### src/rtl/ifetch_pkg.sv
// Shared types and constants for the instruction fetch unit.
package ifetch_pkg;

    // FETCH: issuing; STALL: out of credit; FLUSH: draining stale responses
    typedef enum logic [1:0] {
        FETCH = 2'd0,
        STALL = 2'd1,
        FLUSH = 2'd2
    } fetchState_e;

    localparam int          PC_INCR          = 4;
    localparam logic [31:0] DEFAULT_RESET_PC = 32'h0000_0000;

endpackage

### src/rtl/ifetch_fifo.sv
// Instruction buffer: synchronous FIFO with synchronous clear and an
// occupancy count. The head reads as zero when empty.
module ifetch_fifo #(
    parameter int  DW    = 64,
    parameter int  DEPTH = 2,
    localparam int CW    = $clog2(DEPTH + 1)
) (
    input  logic          Clk,
    input  logic          Rst,
    input  logic          clear,
    input  logic          push,
    input  logic [DW-1:0] pushData,
    input  logic          pop,
    output logic [DW-1:0] headData,
    output logic [CW-1:0] count,
    output logic          empty
);
    localparam int            AW   = (DEPTH > 1) ? $clog2(DEPTH) : 1;
    localparam logic [AW-1:0] LAST = AW'(DEPTH - 1);

    logic [DW-1:0] mem [DEPTH];
    logic [AW-1:0] rdPtr;
    logic [AW-1:0] wrPtr;

    function automatic logic [AW-1:0] nextPtr(input logic [AW-1:0] p);
        return (p == LAST) ? '0 : p + 1'b1;
    endfunction

    assign empty    = (count == '0);
    assign headData = empty ? '0 : mem[rdPtr];

    // Pointers and count; clear wins over any push/pop in the same cycle
    always_ff @(posedge Clk or negedge Rst) begin
        if (!Rst) begin
            rdPtr <= '0;
            wrPtr <= '0;
            count <= '0;
        end else if (clear) begin
            rdPtr <= '0;
            wrPtr <= '0;
            count <= '0;
        end else begin
            if (push) wrPtr <= nextPtr(wrPtr);
            if (pop)  rdPtr <= nextPtr(rdPtr);
            if (push && !pop)      count <= count + 1'b1;
            else if (pop && !push) count <= count - 1'b1;
        end
    end

    // Storage needs no reset: the head output is masked while empty
    always_ff @(posedge Clk) begin
        if (push && !clear) mem[wrPtr] <= pushData;
    end

endmodule

### src/rtl/ifetch_unit.sv
// Instruction fetch unit: sequential fetch with a credit limit shared
// between in-flight requests and buffered instructions, redirect with
// discard of stale responses.
module ifetch_unit
    import ifetch_pkg::*;
#(
    parameter int               WIDTH    = 32,
    parameter logic [WIDTH-1:0] RESET_PC = WIDTH'(DEFAULT_RESET_PC),
    parameter int               DEPTH    = 2
) (
    input  logic             Clk,
    input  logic             Rst,
    output logic             ImemReq,
    output logic [WIDTH-1:0] ImemAddr,
    input  logic             ImemReady,
    input  logic             ImemRvalid,
    input  logic [WIDTH-1:0] ImemRdata,
    output logic             InstrValid,
    output logic [WIDTH-1:0] InstrOut,
    output logic [WIDTH-1:0] InstrPc,
    input  logic             InstrReady,
    input  logic             Redirect,
    input  logic [WIDTH-1:0] RedirectPc
);
    localparam int          CW      = $clog2(DEPTH + 1);
    localparam int          CW1     = CW + 1;
    localparam logic [CW:0] DEPTH_C = CW1'(DEPTH);

    fetchState_e        state, stateNext;
    logic [WIDTH-1:0]   fetchPc, rspPc, redirectAligned;
    logic [CW-1:0]      outstanding, discardCnt, bufCount, inFlightNext;
    logic [CW:0]        occupancy;
    logic [2*WIDTH-1:0] headData;
    logic               accept, rsp, push, pop, credit, bufEmpty;
    logic [1:0]         unusedPcLsbs;

    assign unusedPcLsbs    = RedirectPc[1:0];
    assign redirectAligned = {RedirectPc[WIDTH-1:2], 2'b00};

    assign occupancy = {1'b0, outstanding} + {1'b0, bufCount};
    assign pop       = InstrValid && InstrReady;
    // A pop this cycle frees a slot at this edge, so it counts as credit;
    // this is what sustains one instruction per cycle.
    assign credit    = (occupancy < DEPTH_C) || pop;

    assign ImemReq  = Rst && (state != FLUSH) && credit && !Redirect;
    assign ImemAddr = fetchPc;
    assign accept   = ImemReq && ImemReady;
    // Responses with nothing in flight are ignored
    assign rsp      = ImemRvalid && (outstanding != '0);
    assign push     = rsp && (discardCnt == '0) && !Redirect;

    // While flushing every in-flight request is stale, so the in-flight
    // count after this edge is also the number of responses to discard.
    assign inFlightNext = outstanding + CW'(accept) - CW'(rsp);

    // Next-state logic; redirect overrides everything
    always_comb begin
        stateNext = state;
        if (Redirect) begin
            stateNext = (inFlightNext != '0) ? FLUSH : FETCH;
        end else begin
            case (state)
                FETCH:   if (!credit) stateNext = STALL;
                STALL:   if (credit)  stateNext = FETCH;
                FLUSH:   if (rsp && discardCnt == CW'(1)) stateNext = FETCH;
                default: stateNext = FETCH;
            endcase
        end
    end

    // State, PCs and in-flight bookkeeping
    always_ff @(posedge Clk or negedge Rst) begin
        if (!Rst) begin
            state       <= FETCH;
            fetchPc     <= RESET_PC;
            rspPc       <= RESET_PC;
            outstanding <= '0;
            discardCnt  <= '0;
        end else begin
            state       <= stateNext;
            outstanding <= inFlightNext;
            if (Redirect) begin
                fetchPc    <= redirectAligned;
                rspPc      <= redirectAligned;
                discardCnt <= inFlightNext;
            end else begin
                if (accept) fetchPc <= fetchPc + WIDTH'(PC_INCR);
                if (push)   rspPc   <= rspPc + WIDTH'(PC_INCR);
                if (rsp && discardCnt != '0) discardCnt <= discardCnt - 1'b1;
            end
        end
    end

    ifetch_fifo #(.DW(2 * WIDTH), .DEPTH(DEPTH)) uFifo (
        .Clk      (Clk),
        .Rst      (Rst),
        .clear    (Redirect),
        .push     (push),
        .pushData ({ImemRdata, rspPc}),
        .pop      (pop && !Redirect),
        .headData (headData),
        .count    (bufCount),
        .empty    (bufEmpty)
    );

    assign InstrValid = !bufEmpty;
    assign InstrOut   = headData[2*WIDTH-1:WIDTH];
    assign InstrPc    = headData[WIDTH-1:0];

    // Memory must never answer when nothing is in flight
    assert property (@(posedge Clk) disable iff (!Rst) !(ImemRvalid && outstanding == '0));

endmodule
### config.mk
export PLATFORM = sky130hd
export DESIGN_NAME = ifetch_unit
export DESIGN_NICKNAME = d
export VERILOG_FILES = /design/src/rtl/ifetch_pkg.sv /design/src/rtl/ifetch_fifo.sv /design/src/rtl/ifetch_unit.sv
export SDC_FILE = /design/constraint.sdc
export NUM_CORES = 1
export LEC_CHECK = 0
export CORE_MARGIN = 4
export CORE_UTILIZATION = 52
export DETAILED_ROUTE_END_ITERATION = 10
export PLACE_DENSITY = 0.9
export SYNTH_ARGS = -nofsm -noshare
export SYNTH_HDL_FRONTEND = slang
export SYNTH_SLANG_ARGS = --single-unit
### constraint.sdc
create_clock -name Clk -period 8.1 [get_ports Clk]
set_clock_uncertainty 0.1 [all_clocks]
set_input_delay 0.81 -clock Clk [delete_from_list [all_inputs] [get_ports Clk]]
set_output_delay 0.81 -clock Clk [all_outputs]
set_load 0.01 [all_outputs]
==> run_results.csv <==
group,metric,value,unit
critical_path,required,7.19,ns
sta,finalCritPeriodShare,47.55,%
critical_path,crit_type,"in -> out",
layout,synthToLayoutAreaGrowth,27.03,%
clocking,cts_buffer_depth,2,
logic_synthesis,synth_top_area_share,42.75,%
logic_synthesis,syn_inst,699,
power_and_ir_drop,power.density,237.8,mW/mm^2
floorplan,num_io_pins,168,
critical_path,worstSetupStartpointType,"input pin",
worst_hold_path,hold_class,"reg -> reg",
status,status,"complete, no violations",
sta,finalSetupViolCount,0,
clocking,root_buffer,"clkbuf_16",
layout,num_antenna_cells,0,
placement,routabilityCongestion,0.9184,
critical_path,path_delay_family,"buffers and inverters",
logic_synthesis,seq_area_frac_synth,62.86,%
power_and_ir_drop,power_leakage,3.809,nW
power_and_ir_drop,p_total,2.632,mW
layout,fin_nets,931,
detailed_routing,drtPass1Iterations,5,
sta,rsz0062_at_grt,"no",
logic_synthesis,synth.avg_cell_area,12.46,sq um
grt,grt_usage,20.74,%
detailed_routing,wl_per_cell,17.94,um
detailed_routing,drt-initial-drc-count,433,
job,max_cap_viol_count,0,
clocking,cts_setup_buffers,0,
logic_synthesis,synth_seq_cells,194,
sta,fin_crit,3.851,ns
layout,nFillCells,1170,
placement,numPortBuffers,161,
critical_path,path_max_fanout,71,
critical_path,worst_ep_arrival_time,2.94,ns
grt,first_global_vias,5879,
power_and_ir_drop,ir_worst_vdd,176.7,uV
sta,layout_setup_ws,4.249,ns
logic_synthesis,ys.flop_type,"edfxtp_1",
floorplan,start_util,52.71,%
clocking,cts_inserted_buffers,17,
clocking,tritoncts,"yes",
logic_synthesis,async_flop_share,36.08,%
clocking,clock_latency,0.43,ns
detailed_routing,drc,0,
grt,grt_max_degree,72,
detailed_routing,ant_nets,0,
detailed_routing,routed-via-count,6166,
placement,post-dp-hpwl,13160,um
logic_synthesis,ys_warn_count,0,
grt,grt_pass1_wl,30250,um
clocking,cts-resized-gates,0,
clocking,clkTransAtPathRegs,0.07,ns
critical_path,cp-end-kind,"output port",
floorplan,die-width,137.4,um
sta,final.setup.tns,0,ns
critical_path,critPathBufInv,3,
critical_path,crit_slowest_cell,"buf_4",
logic_synthesis,ys_top_cells_by_area,"edfxtp_1, dfrtp_1, mux2i_1",
logic_synthesis,synth_area_leader_cell,"edfxtp_1",
detailed_routing,vias_per_cell,5.672,
floorplan,rows,47,
logic_synthesis,syn-cell-area,0.008711,sq mm
sta,fmax,259.7,MHz
sta,worst_pin_slew,1.103,ns
clocking,htreeDepth,4,
sta,finalHoldViolCount,0,
floorplan,dieArea,0.01889,sq mm
logic_synthesis,synth_edf_count,124,
critical_path,critical_path.cell_chain,"buf_2, buf_4, o21a_1, and3_1, clkdlybuf4s50_1",
clocking,cts-hold-fix-buffers,0,
grt,antenna_found_initial,0,
sta,slew_headroom,26.49,%
clocking,cts_num_sinks,194,
logic_synthesis,ys_types,55,
layout,drive_gt1_share,7.266,%
critical_path,max_stage_delay,0.71,ns
grt,grt_overflow,0,
placement,dp_slack,4.121,ns
floorplan,die_h,137.4,um
floorplan,coreArea,0.01652,sq mm
detailed_routing,drt_wl_total,19500,um
sta,finalMaxSlewViolations,0,
-- per-stage QoR --
stage / hold WS, ns / instance area [sq um] / instances / util, %
6_report: 0.3374 / 11070 / 1087 / 66.96
5_1_grt: 0.3808 / 11070 / 1087 / 66.96
4_1_cts: 0.3404 / 11070 / 1087 / 66.96
3_5_place_dp: 0.3307 / 10500 / 1055 / 63.55
3_3_place_gp: 0.3169 / 10500 / 1055 / 63.55
2_1_floorplan: 0.3121 / 8722 / 702 / -
-- metal layers --
layer,wire length [um],vias to the layer above,track usage [%]
met2,9088,299,32.38
met4,440,0,8.093
met1,8117,2938,27.78
li1,-,2891,-
met3,1852,38,5.625
met5,0,-,0
-- worst reg2reg max path, stage by stage, from the launching register on --
cell,delay (ns)
dfrtp_1,0.44
and2_1,0.19
fa_1,0.48
nor2_1,0.07
o21ai_1,0.32
nor2_1,0.12
inv_1,0.55
ha_1,0.36
inv_1,0.06
ha_1,0.15
xnor2_1,0.08
xnor2_1,0.26
nor2_1,0.07
a21oi_1,0.15
-- final timing paths --
path | from | endpoint | slack [ns] | depth (start not counted)
worst max-delay path | Rst | ImemReq | 4.25 | 5
worst min-delay path | state[1]$_DFFE_PN0P_ | state[0]$_DFFE_PN0P_ | 0.34 | 1
worst max register to register | outstanding[0]$_DFF_PN0_ | state[1]$_DFFE_PN0P_ | 4.65 | 13
worst min register to register | state[1]$_DFFE_PN0P_ | state[0]$_DFFE_PN0P_ | 0.34 | 1
max in group asynchronous | Rst | uFifo.rdPtr$_DFFE_PN0P_ | 6.65 | 2
min in group asynchronous | Rst | ImemAddr[23]$_DFFE_PN0P_ | 0.57 | 2
-- final cells by class --
cell class                      count  area (sq um)  share of cell area (%)
Clock buffer                       22         495.5                   4.478
Multi-Input combinational cell    458          3032                   27.40
Clock inverter                     10         68.82                  0.6219
Tap cell                          220         275.3                   2.488
Timing Repair Buffer              168          1659                   14.99
Inverter                           15         56.30                  0.5088
Sequential cell                   194          5479                   49.51
-- cell families after synthesis --
kind of cell / count (synthesis) / share of synthesized area [%]
fa+ha+maj: 7 / 1.092
simple gates: 246 / 14.11
buf+inv: 50 / 2.629
other cells: 1 / 0.04305
flops: 194 / 62.86
mux: 75 / 8.805
xor+xnor: 41 / 4.122
compound gates: 85 / 6.349
-- layout by cell type, fill, tap and decap left out, drive strengths merged, types with 13 or more instances in the layout --
cell,instances
mux2,13
inv,22
clkdlybuf4s50,160
nand2,52
xnor2,29
mux2i,62
edfxtp,124
o21ai,29
clkbuf,22
nand4,26
nor2,83
dfrtp,70
nor4,14
nand3,23
a21oi,13
-- sequential cells by signal, summed over array words and instances, names as in the netlist --
name	cells
uFifo.mem	124
ImemAddr	30
rspPc	30
discardCnt	2
outstanding	2
state	2
uFifo.count	2
uFifo.rdPtr	1
uFifo.wrPtr	1
-- where the power goes --
group	switching [mW]	internal, mW
Clock	0.353	0.438
Sequential	0.110	1.16
Combinational	0.285	0.283
-- cells in the mapped netlist, drive strengths merged (14+ instances only) --
cell type / instances
o21ai: 29
edfxtp: 124
nand2: 52
mux2i: 62
xnor2: 29
dfrtp: 70
nand4: 26
inv: 15
nand3: 23
clkbuf: 22
nor2: 83
nor4: 14
Power figures use the tool's default switching activity.
